<file path="config.mk">
export PLATFORM = sky130hd
export DESIGN_NAME = cache_fill_fsm
export DESIGN_NICKNAME = d
export VERILOG_FILES = /design/src/rtl/cache_pkg.sv /design/src/rtl/fill_word_counter.sv /design/src/rtl/cache_fill_fsm.sv
export SDC_FILE = /design/constraint.sdc
export NUM_CORES = 1
export LEC_CHECK = 0
export BUFFER_PORTS_ARGS = -buffer_cell sky130_fd_sc_hd__buf_2
export CORE_MARGIN = 2
export CORE_UTILIZATION = 45
export CTS_CLUSTER_SIZE = 20
export DETAILED_ROUTE_END_ITERATION = 8
export PLACE_DENSITY_LB_ADDON = 0.05
export SYNTH_ARGS = -nofsm -noshare
export SYNTH_HDL_FRONTEND = slang
export SYNTH_SLANG_ARGS = --single-unit
</file>
<file path="constraint.sdc">
create_clock -name clk -period 3.5 [get_ports clk]
set_input_delay 0.175 -clock clk [delete_from_list [all_inputs] [get_ports clk]]
set_output_delay 0.175 -clock clk [all_outputs]
set_load 0.05 [all_outputs]
</file>
<file path="src/rtl/cache_pkg.sv">
// Shared cache geometry and refill FSM state encoding, used by the cache arrays,
// cache_control and the miss-handling engine.
package cache_pkg;

  typedef enum logic {
    IDLE = 1'b0,
    FILL = 1'b1
  } fill_state_t;

  localparam int BLOCK_BYTES     = 16;
  localparam int WORDS_PER_BLOCK = BLOCK_BYTES / 2;
  localparam int WORD_OFF_W      = $clog2(WORDS_PER_BLOCK);

endpackage

</file>
<file path="src/rtl/fill_word_counter.sv">
// Word counter for the refill engine: synchronous clear, enable-gated increment,
// saturates at MAX and flags when it gets there.
module fill_word_counter #(
  parameter int          W   = 4,
  parameter int unsigned MAX = 8
) (
  input  logic         clk,
  input  logic         rst,
  input  logic         clr,
  input  logic         en,
  output logic [W-1:0] cnt,
  output logic         term
);

  logic [W-1:0] cnt_q;
  logic [W-1:0] cnt_d;

  assign term = (cnt_q == W'(MAX));
  assign cnt  = cnt_q;

  always_comb begin
    cnt_d = cnt_q;
    if (clr) begin
      cnt_d = '0;
    end else if (en && !term) begin
      cnt_d = cnt_q + W'(1);
    end
  end

  always_ff @(posedge clk or posedge rst) begin
    if (rst) begin
      cnt_q <= '0;
    end else begin
      cnt_q <= cnt_d;
    end
  end

endmodule

</file>
<file path="src/rtl/cache_fill_fsm.sv">
// Cache miss refill engine: issues one pipelined read per word of the missing block,
// writes returned words into the data array in order, then writes the tag.
module cache_fill_fsm
  import cache_pkg::*;
#(
  parameter int ADDR_W = 16,
  parameter int DATA_W = 16,
  parameter int WORDS  = WORDS_PER_BLOCK
) (
  input  logic                     clk,
  input  logic                     rst,
  input  logic                     miss_detected,
  input  logic [ADDR_W-1:0]        miss_address,
  input  logic                     memory_data_valid,
  input  logic [DATA_W-1:0]        memory_data,
  output logic                     fsm_busy,
  output logic                     memory_req,
  output logic [ADDR_W-1:0]        memory_address,
  output logic                     write_data_array,
  output logic [$clog2(WORDS)-1:0] data_array_word,
  output logic [DATA_W-1:0]        data_array_data,
  output logic                     write_tag_array,
  output logic [ADDR_W-1:0]        block_base,
  output logic                     fill_done
);

  localparam int WOW = $clog2(WORDS);
  localparam int CW  = WOW + 1;

  fill_state_t       state_q, state_d;
  logic [ADDR_W-1:0] block_base_q, block_base_d;

  logic          cnt_clr;
  logic          issue_en, recv_en;
  logic [CW-1:0] issue_cnt, recv_cnt;
  logic          issue_term, recv_term;
  logic          recv_last;

  // Counters are held cleared while idle so a new refill always starts from word 0.
  assign cnt_clr   = (state_q == IDLE);
  assign issue_en  = (state_q == FILL) && !issue_term;
  assign recv_en   = (state_q == FILL) && memory_data_valid && !recv_term;
  assign recv_last = recv_en && (recv_cnt == CW'(WORDS - 1));

  fill_word_counter #(.W(CW), .MAX(WORDS)) u_issue_cnt (
    .clk  (clk),
    .rst  (rst),
    .clr  (cnt_clr),
    .en   (issue_en),
    .cnt  (issue_cnt),
    .term (issue_term)
  );

  fill_word_counter #(.W(CW), .MAX(WORDS)) u_recv_cnt (
    .clk  (clk),
    .rst  (rst),
    .clr  (cnt_clr),
    .en   (recv_en),
    .cnt  (recv_cnt),
    .term (recv_term)
  );

  always_comb begin
    state_d      = state_q;
    block_base_d = block_base_q;
    unique case (state_q)
      IDLE: begin
        if (miss_detected) begin
          state_d      = FILL;
          block_base_d = miss_address & ~ADDR_W'(WORDS * 2 - 1);
        end
      end
      FILL: begin
        if (recv_last) begin
          state_d = IDLE;
        end
      end
      default: state_d = IDLE;
    endcase
  end

  always_ff @(posedge clk or posedge rst) begin
    if (rst) begin
      state_q      <= IDLE;
      block_base_q <= '0;
    end else begin
      state_q      <= state_d;
      block_base_q <= block_base_d;
    end
  end

  // Request address wraps modulo 2^ADDR_W; the word offset never carries past the block.
  always_comb begin
    fsm_busy         = (state_q == FILL) || miss_detected;
    memory_req       = issue_en;
    memory_address   = '0;
    write_data_array = recv_en;
    data_array_word  = '0;
    data_array_data  = '0;
    write_tag_array  = recv_last;
    fill_done        = recv_last;
    block_base       = block_base_q;
    if (issue_en) begin
      memory_address = block_base_q + (ADDR_W'(issue_cnt) << 1);
    end
    if (recv_en) begin
      data_array_word = recv_cnt[WOW-1:0];
      data_array_data = memory_data;
    end
  end

endmodule

</file>
* Yosys cells after proc, flatten, opt, wreduce, memory -nomap -nowiden
Index checks and enable logic that the tools add are counted.
Storage, ports and cells: flip-flop bits (word level) 21, word-level logic and storage cells 33, input bits 36, latch bits 0, output and inout bits 56, memories 0, memory bits (writable) 0, memory bits (read-only) 0
Operators by class: reduce and logical (&&, ||, !) cells 10, divide/modulo/power cells 0, bitwise operators 1, $add $sub $neg 3, shifts and indexed selects 0, multiplexer cells 10, equal/unequal tests 5, order comparisons 0, multipliers 0
Operators with widths (number):
- $mux 16 | 2
- $add 16x5->16 | 1
- $mux 4 | 4
- $add 4x1->4 const B | 2
- $eq 4x4->1 const B | 2
- $logic_and 1x1->1 | 6
- $eq 4x3->1 const B | 1
- $ne 2x1->1 const B | 2
- $mux 3 | 1
- $logic_not 1->1 | 2
- $mux 1 | 2
- $pmux 1 s2 | 1
- $reduce_and 2->1 | 1
- $logic_or 1x1->1 | 1
- $not 1->1 | 1

* Longest topological paths before layout
Gate-level depths: netlist (run 1).
word-level depth 6, mapped depth 6, depth with buffers taken out 5

* By module
A second synthesis (run 1) with hierarchy kept.
Second synthesis, totals: cells, all modules 169, area total of the unflattened synthesis 1472.7 µm²
By module, submodules not included:
- cache_fill_fsm | area an instance 999.7 µm², times used 1, cells each 119, sequential area each 325.3 µm²
- fill_word_counter | area an instance 236.5 µm², times used 2, cells each 25, sequential area each 100.1 µm²

* Least setup slack after synthesis (run 1)
Ideal clock, no wire load.
path kind reg-to-output, start register block_base_q[4] (netlist: block_base[4]), end output port memory_address[14], path buffers 0, setup slack 0.914 ns, arrival time 2.411 ns, cell stages (with the launch flop) 5, cell sequence dfrtp_1 > ha_1 > nand4_4 > or4_1 > a21oi_1
Between the ends: word-level cells in the longest chain between the ends 2
RTL lines:
- start, declared | line cache_fill_fsm.sv:31 | logic [ADDR_W-1:0] block_base_q, block_base_d;
- start signal, assigned | line cache_fill_fsm.sv:88 | block_base_q <= block_base_d;
- $add 16x5->16 | line cache_fill_fsm.sv:104 | memory_address = block_base_q + (ADDR_W'(issue_cnt) << 1);
- $mux 16 | line cache_fill_fsm.sv:103 | if (issue_en) begin
- end, declared | line cache_fill_fsm.sv:18 | output logic [ADDR_W-1:0] memory_address,
Every way passes these cells.

* Worst setup path in the final report (run 1)
start register u_recv_cnt.cnt_q[0] (netlist: u_recv_cnt.cnt[0]), end output port data_array_data[7]
Between the ends: word-level cells in the longest chain between the ends 4
RTL lines:
- start, declared | line fill_word_counter.sv:15 | logic [W-1:0] cnt_q;
- start signal, assigned | line fill_word_counter.sv:34 | cnt_q <= cnt_d;
- $eq 4x4->1 | line fill_word_counter.sv:18 | assign term = (cnt_q == W'(MAX));
- $logic_not 1->1 | line cache_fill_fsm.sv:42 | assign recv_en = (state_q == FILL) && memory_data_valid && !recv_term;
- $logic_and 1x1->1 | line cache_fill_fsm.sv:42
- $mux 16 | line cache_fill_fsm.sv:106 | if (recv_en) begin
- end, declared | line cache_fill_fsm.sv:21 | output logic [DATA_W-1:0] data_array_data,
Every way passes these cells.

==> results of run 1 <==
## layout make-up
cell class / instances / share of cell area
well taps: 44 / 0.02981
inverters: 12 / 0.02439
repair buffers: 82 / 0.2222
multi-input cells: 113 / 0.4248
clock buffers: 4 / 0.01423
flip-flops and latches: 21 / 0.2846
## state kept, by name, indices dropped and copies added (netlist names)
name             flops
block_base          12
state_q              1
u_issue_cnt.cnt      4
u_recv_cnt.cnt       4
## per-layer routing
metal | share of wire | track usage
met1 | 0.40 | 0.1918
met2 | 0.51 | 0.3494
met3 | 0.084 | 0.03463
met4 | 0.0095 | 0.06667
met5 | 0 | 0
## layout by cell type, fill, tap and decap left out, drive strengths merged, types with 3 or more instances in the layout
| cell | n |
|---|---|
| nand3b | 3 |
| or3 | 4 |
| dfrtp | 21 |
| nand4 | 3 |
| xnor2 | 4 |
| and2 | 19 |
| o21ai | 7 |
| a21oi | 6 |
| and3 | 5 |
| conb | 5 |
| clkbuf | 4 |
| inv | 12 |
| ha | 6 |
| mux2 | 9 |
| xor2 | 3 |
| nand3 | 4 |
| nor2 | 10 |
| a211oi | 3 |
| buf | 82 |
| nand2 | 7 |
## path summary, 6_finish.rpt
check	from	endpoint	depth (start not counted)
worst max register to register	state_q	block_base[5]	2
max in group asynchronous	rst	block_base[9]	2
worst max-delay path	u_recv_cnt.cnt[0]	data_array_data[7]	6
worst min-delay path	rst	u_issue_cnt.cnt[1]	2
min in group clk	miss_address[14]	block_base[14]	3
worst min register to register	block_base[15]	block_base[15]	1
## per-stage QoR
step / std cells / hold WS [ps] / area (µm²)
finish: 276 / -6.213 / 1847
global route: 276 / 62.89 / 1847
CTS: 276 / 32.27 / 1847
detailed placement: 272 / 369.9 / 1821
global placement: 272 / 374.3 / 1821
floorplan: 158 / 151.5 / 1426
## cells by family (layout without fill, tap and decap cells)
group                    count (synthesis)  after routing
adder cells (fa/ha/maj)                  6              6
buffers and inverters                   24             98
AO/OA/AOI/OAI                           23             23
XOR/XNOR                                 7              7
flip-flops                              21             21
AND/OR/NAND/NOR                         61             61
other                                    1              5
multiplexers                            11             11
## worst max-delay path, cell delays in order (launching register included)
cell	delay [ps]
dfrtp_1	420
inv_1	90
ha_1	200
nand3b_1	140
and3_1	550
and2_1	210
buf_2	260
==> impl_results.md, run 1 <==
- Outcome: finished with violations
- Remaining DRCs: 0
- Reg area: 525.5 µm²
- GRT overflow: 0
- CTS tree: yes
- Worst EP required: 3320 ps
- Setup ws final: 1152 ps
- Initial DRC count: 71
- Routed wire per std cell: 11.45 µm
- Synth top area cells: dfrtp_1 37%, and2_1 8.4%, mux2_2 7.2%
- Initial core utilization: 0.4661
- Share of post-route cells with drive strength above 1: 0.4353
- Xor and xnor fraction of the mapped netlist area: 0.04344
- Worst-path clk slew: 110 ps
- Final worst path period need: 2348 ps
- Initial antenna violation count: 0
- Core Area: 3028 µm²
- RSZ-0062 raised after global routing: no
- Synth Register Bits: 21
- Die width: 60.01 µm
- Fin crit share: 0.6709
- Setup TNS: 0 ps
- H-tree Lvls: 1
- Setup Skew: 1.538 ps
- Post-synthesis mux area share: 0.08599
- DR pass1 iterations: 4
- Synth Warn #: 0
- Die Area: 3601 µm²
- Bufs on Longest Clock Path: 2
- Worst endpoint data arrival time: 2170 ps
- Simple-Gate Fraction of Synth Area: 0.2580
- CP Class: register to primary output
- Syn Area/Cell: 9.165 µm²
- Max frequency: 425.9 MHz
- Final setup violation count: 0
- Number of synthesized flops with an enable pin: 0
- Mapped Cells: 154
- Largest net degree at the start of global routing: 24
- Fraction of registers with async set/reset: 1.000
- Pre-CTS setup slack: 1504 ps
- Crit path capture type: primary output
- Final WL: 3.159 mm
- Total global-route track usage: 0.1816
- HPWL after DPL: 2.545 mm
- Post-CTS Repair Setup Buffers: 0
- Routability cong.: 0.7559
- Fin. Hold Viols: 17
- N_diodes: 0
- Clock sink total: 21
- Nets: 275
- Register area share after synthesis: 0.3723
- Max-slew headroom: 0.2656
- Post-Syn Area: 1411 µm²
- TritonCTS buffer count: 3
- Worst-Skew Late Latency: 300 ps
- Startpoint types: register
- Violated checks: hold timing
- Top cells by count, synth: 21 x dfrtp_1, 19 x and2_1, 12 x inv_1
- Area share of the largest cell type after synthesis: 0.3723
- Vias per cell: 4.971
- Hold Crit Class: input port to asynchronous set/reset pin
- Vias: 1372
- Clk root buf: clkbuf_4
- Antenna Violating Nets Remaining: 0
- Post-synth top area cell: dfrtp_1
- Count leader, synth: dfrtp_1
- Crit path max fanout: 23
- Vias in the first global route: 1243
- Synth Area in Adders: 0.05319
- Multi-input gate area: 784.5 µm²
- Cell variety after synth: 33
- Synth Flop Type: dfrtp_1
- First-pass GRT wire length: 5.002 mm
- Chip Height: 60.01 µm
- R2R setup slack: 1600 ps
- Worst-Margin Slew: 1099 ps
- Max Cap Viol: 0
- Fin. max-slew vios: 0
- I/O pin count: 92
- CTS Hold Bufs: 0
- Num rows: 20
- WHS: -6.213 ps
- Final core occ: 0.6099
- Synth Area in Compound Gates: 0.1020
- Layout fillers: 274
- Post-CTS resize count: 0
- Area grow syn2layout: 30.85%
- Largest family of logic cells by synthesized area: simple AND/OR/NAND/NOR gates
- PortBufs: 82
Power of run 1 is left out: the tool's default activity adds up to more than one toggle a clock period on the data nets, which glitch-free logic cannot reach.
==> inputs of run 2 (changes only) <==
CORE_UTILIZATION = 42   (was 45)
clock period = 2.42 ns   (was 3.5 ns; I/O delays follow)
==> run 2 against run 1 <==
Net effect: global-route usage decreased by 1.6 points; sequential share of layout area decreased by 0.70 points; critical endpoint is now memory_address[13]; non-clock buffer count increased by 2; largest cell class unchanged; critical path type unchanged; worst setup slack got worse by 970 ps; clock skew increased by 11 ps; the flow now finishes without violations.
==> impl_results.md, run 2 (synthesis gave the netlist of run 1 again) <==
- Largest register FFs: 12 (unchanged)
- N_diodes: 0 (unchanged)
- Global Route met1 Usage: 0.1832 (-0.008591)
- Routability cong.: 0.7727 (+2.2%)
- Core Area: 3284 µm² (+8.5%)
- Routed wire per std cell: 11.34 µm (-0.90%)
- Reg2reg end: u_recv_cnt.cnt[2]
- GRT overflow: 0 (unchanged)
- R2R setup slack: 820 ps (-780 ps)
- Fin. max-slew vios: 0 (unchanged)
- Vias in the first global route: 1154 (-7.2%)
- Startpoint types: register
- Final worst path period need: 2237 ps
- Vias: 1329 (-3.1%)
- Fin. Hold Viols: 0 (-17)
- Hold_sp: miss_address[12]
- RR Startpoint: u_recv_cnt.cnt[0]
- Max Cap Viol: 0 (unchanged)
- H-tree Lvls: 1 (unchanged)
- Bufs on Longest Clock Path: 2 (unchanged)
- Final core occ: 0.5764 (-0.03354)
- Max frequency: 447.0 MHz
- Worst-Skew Late Latency: 310 ps (about the same)
- Most common cell after layout, fill and taps aside: buf_2
- Worst EP required: 2300 ps (-1020 ps)
- Chip Height: 61.97 µm (+3.3%)
- Die width: 61.97 µm (+3.3%)
- Placed Instances: 275 (+1.1%)
- Layer with the highest usage: met2
- Clock sink total: 21 (unchanged)
- TritonCTS buffer count: 3 (unchanged)
- Met3 Use GR: 0.04141 (+0.006776)
- Clk root buf: clkbuf_4
- Layout fillers: 305 (+11%)
- Worst-path clk slew: 120 ps (about the same)
- CTS tree: yes
- WHS: 24.45 ps (+30.67 ps)
- Fin cells: 280 (+1.4%)
- Post-CTS Repair Setup Buffers: 0 (unchanged)
- Worst-Margin Slew: 760.5 ps (-338.8 ps)
- CP Class: register to primary output
- Largest net degree at the start of global routing: 24 (unchanged)
- Initial core utilization: 0.4297 (-0.03640)
- Crit path capture type: primary output
- Share of post-route cells with drive strength above 1: 0.4701 (+0.03474)
- First-pass GRT wire length: 4.733 mm (-5.4%)
- Total global-route track usage: 0.1652 (-0.01638)
- GR Layer Usage met2: 0.2991 (-0.05027)
- Initial antenna violation count: 0 (unchanged)
- Final WL: 3.176 mm (+0.54%)
- Max-slew headroom: 0.4924 (+0.2268)
- Outcome: complete, no violations
- Crit path max fanout: 7 (-70%)
- Antenna Violating Nets Remaining: 0 (unchanged)
- Remaining DRCs: 0 (unchanged)
- Num rows: 21 (+5.0%)
- Most frequent cells in the layout: 82 x buf_2, 21 x dfrtp_1, 19 x and2_1
- Initial DRC count: 44 (-38%)
- DR pass1 iterations: 4 (unchanged)
- Multi-input gate area: 809.5 µm² (+3.2%)
- Die Area: 3840 µm² (+6.7%)
- HPWL after DPL: 2.569 mm (+0.94%)
- Worst endpoint data arrival time: 2120 ps (-50 ps)
- Setup Skew: 12.08 ps (+10.54 ps)
- Final setup violation count: 0 (unchanged)
- Hold EP: block_base[12]
- I/O pin count: 92 (unchanged)
- Nets: 277 (+0.73%)
- Vias per cell: 4.746 (-4.5%)
- PortBufs: 82 (unchanged)
- Worst R2R Path Depth: 5 (+3)
- Area grow syn2layout: 34.13%
- Hold Crit Class: input port to register
- Fin crit share: 0.9244
- Cells on Worst Hold Path: 3
- Reg area: 525.5 µm² (unchanged)
## run 2: final cells by class
cell class                 instances  area share
inverter                          12     0.02379
timing repair buffer              84      0.2260
multi-input combinational        113      0.4276
clock buffer                       3     0.01190
tap                               46     0.03040
sequential                        21      0.2776
clock inverter                     1    0.002644
## run 2: timing repair
action,in CTS,in global routing
endpoints found under the setup margin,0,20
endpoints found under the hold margin,21,0
hold buffers,1,0
resized for setup,0,3
## run 2: worst max-delay path by stage
stage          slack (ps)  cells after the start                  to          startpoint
6_report              180                      5  memory_address[13]  u_issue_cnt.cnt[3]
5_1_grt               -10                      5  memory_address[13]  u_issue_cnt.cnt[3]
4_1_cts               120                      6  data_array_data[4]   u_recv_cnt.cnt[0]
3_5_place_dp          480                      6  data_array_data[4]   u_recv_cnt.cnt[0]
3_3_place_gp          540                      5  memory_address[13]  u_issue_cnt.cnt[3]
2_1_floorplan         0.9                      4  memory_address[15]       block_base[4]
## run 2: critical path, stage by stage (launching register included)
cell and delay [ps]:
dfrtp_1 420, ha_1 240, nand4_1 260, or4_1 490, a21oi_2 140, buf_2 270
## run 2: per-stage QoR
stage	setup slack [ps]	area (µm²)	TNS, ps
finish	183.1	1893	0
global route	-13.29	1893	-13.29
CTS	119.2	1883	0
detailed placement	481.3	1846	0
global placement	538.3	1846	0
floorplan	0.8893	1441	0
## run 2: per-layer routing
layer	part of all wire	wire [µm]	vias up
met3	0.085	270	2
li1	-	-	670
met4	0.0066	21	0
met1	0.39	1241	600
met5	0	0	-
met2	0.52	1643	57
Power of run 2 is left out for the same reason.
==> inputs of run 3 (changes only) <==
MAX_ROUTING_LAYER = met4   (was unset)
==> run 3 against run 2 <==
Net effect: hold slack better by 0.79 ps; worst setup slack got worse by 2.6 ps; final cell count did not move; wire length is essentially flat.
==> impl_results.md, run 3 (synthesis gave the netlist of run 1 again) <==
- Crit path capture type: primary output
- Max frequency: 446.5 MHz (-0.12%)
- Num rows: 21 (unchanged)
- Worst endpoint data arrival time: 2120 ps (about the same)
- Remaining DRCs: 0 (unchanged)
- Core Area: 3284 µm² (unchanged)
- Most frequent cells in the layout: 82 x buf_2, 21 x dfrtp_1, 19 x and2_1
- I/O pin count: 92 (unchanged)
- Fin crit share: 0.9254 (+0.001071)
- Worst EP required: 2300 ps (about the same)
- Final setup violation count: 0 (unchanged)
- First-pass GRT wire length: 4.733 mm (unchanged)
- Worst-Margin Slew: 760.4 ps (-0.1367 ps)
- Placed Instances: 275 (unchanged)
- Placed instance area: 1846 µm² (unchanged)
- Startpoint types: register
- DR pass1 iterations: 4 (unchanged)
- Initial DRC count: 41 (-6.8%)
- Most common cell after layout, fill and taps aside: buf_2
- Total global-route track usage: 0.1704 (+0.005145)
- Fin cells: 280 (unchanged)
- Share of post-route cells with drive strength above 1: 0.4701 (unchanged)
- Worst-Skew Late Latency: 300 ps (about the same)
- Setup ws final: 180.5 ps (-2.591 ps)
- Routability cong.: 0.7832 (+1.4%)
- Multi-input gate area: 809.5 µm² (unchanged)
- Largest register FFs: 12 (unchanged)
- Routed wire per std cell: 11.33 µm (about the same)
- Fin. Hold Viols: 0 (unchanged)
- Setup Skew: 9.595 ps (-2.486 ps)
- Max Cap Viol: 0 (unchanged)
- Nets: 277 (unchanged)
- Outcome: complete, no violations
- Hold Crit Class: input port to register
- Worst-path clk slew: 120 ps (about the same)
- Final worst path period need: 2240 ps (+2.591 ps)
- Initial core utilization: 0.4297 (unchanged)
- Die Area: 3840 µm² (unchanged)
- TritonCTS buffer count: 3 (unchanged)
- Layout fillers: 305 (unchanged)
- Clk root buf: clkbuf_4
- Fin. max-slew vios: 0 (unchanged)
- CP Class: register to primary output
- PortBufs: 82 (unchanged)
- Clock sink total: 21 (unchanged)
- Die width: 61.97 µm (unchanged)
- Vias in the first global route: 1152 (-0.17%)
- Cell area after layout: 1893 µm² (unchanged)
- Antenna Violating Nets Remaining: 0 (unchanged)
- Chip Height: 61.97 µm (unchanged)
- Area grow syn2layout: 34.13% (unchanged)
- Reg area: 525.5 µm² (unchanged)
- Post-CTS Repair Setup Buffers: 0 (unchanged)
- Pre-CTS setup slack: 481.3 ps (unchanged)
- Largest net degree at the start of global routing: 24 (unchanged)
- Vias per cell: 4.746 (unchanged)
- WHS: 25.24 ps (+0.7891 ps)
- H-tree Lvls: 1 (unchanged)
- HPWL after DPL: 2.569 mm (unchanged)
- Crit path max fanout: 7 (unchanged)
- N_diodes: 0 (unchanged)
- Bufs on Longest Clock Path: 2 (unchanged)
- Final WL: 3.173 mm (about the same)
- GRT overflow: 0 (unchanged)
- Max-slew headroom: 0.4925 (about the same)
- CTS tree: yes
- Vias: 1329 (unchanged)
- Initial antenna violation count: 0 (unchanged)
-- run 3: cell counts in the layout (fill, tap and decap cells not counted) --
No cell type changed its count.
-- run 3: critical path, stage by stage, from the launching register on --
cell and delay, ps:
dfrtp_1 420, ha_1 240, nand4_1 260, or4_1 490
a21oi_2 140, buf_2 270
-- run 3: cell type report --
type | instances | area share
clock buffer | 3 | 0.01190
clock inverter | 1 | 0.002644
inverter | 12 | 0.02379
multi-input combinational | 113 | 0.4276
sequential | 21 | 0.2776
tap | 46 | 0.03040
timing repair buffer | 84 | 0.2260
-- run 3: final timing paths --
kind / start / endpoint / slack [ps] / cells past startpoint
max in group asynchronous: rst / block_base[7] / 1450 / 3
hold / removal: miss_address[12] / block_base[12] / 30 / 3
hold reg to reg: block_base[15] / block_base[15] / 590 / 1
setup reg to reg: u_recv_cnt.cnt[0] / u_recv_cnt.cnt[2] / 830 / 5
min in group asynchronous: rst / u_recv_cnt.cnt[0] / 490 / 3
setup / recovery: u_issue_cnt.cnt[3] / memory_address[13] / 180 / 5
-- run 3: stage by stage --
step | TNS (ps) | utilization
2_1_floorplan | 0 | -
3_3_place_gp | 0 | 0.5619
3_5_place_dp | 0 | 0.5619
4_1_cts | 0 | 0.5733
5_1_grt | -13.32 | 0.5764
6_report | 0 | 0.5764
-- run 3: metal layers --
| metal | part of all wire | routed length, µm | up-vias | global-route usage |
|---|---|---|---|---|
| li1 | - | - | 670 | - |
| met1 | 0.39 | 1246 | 600 | 0.1872 |
| met2 | 0.52 | 1645 | 57 | 0.2991 |
| met3 | 0.082 | 259 | 2 | 0.03520 |
| met4 | 0.0066 | 21 | 0 | 0.06687 |
| met5 | 0 | 0 | - | - |
-- run 3: repair_timing --
action | CTS | global route
hold endpoints to repair | 21 | 0
hold buffers | 1 | 0
resized for setup | 0 | 3
endpoints found under the setup margin | 0 | 20
Power of run 3 is left out for the same reason.
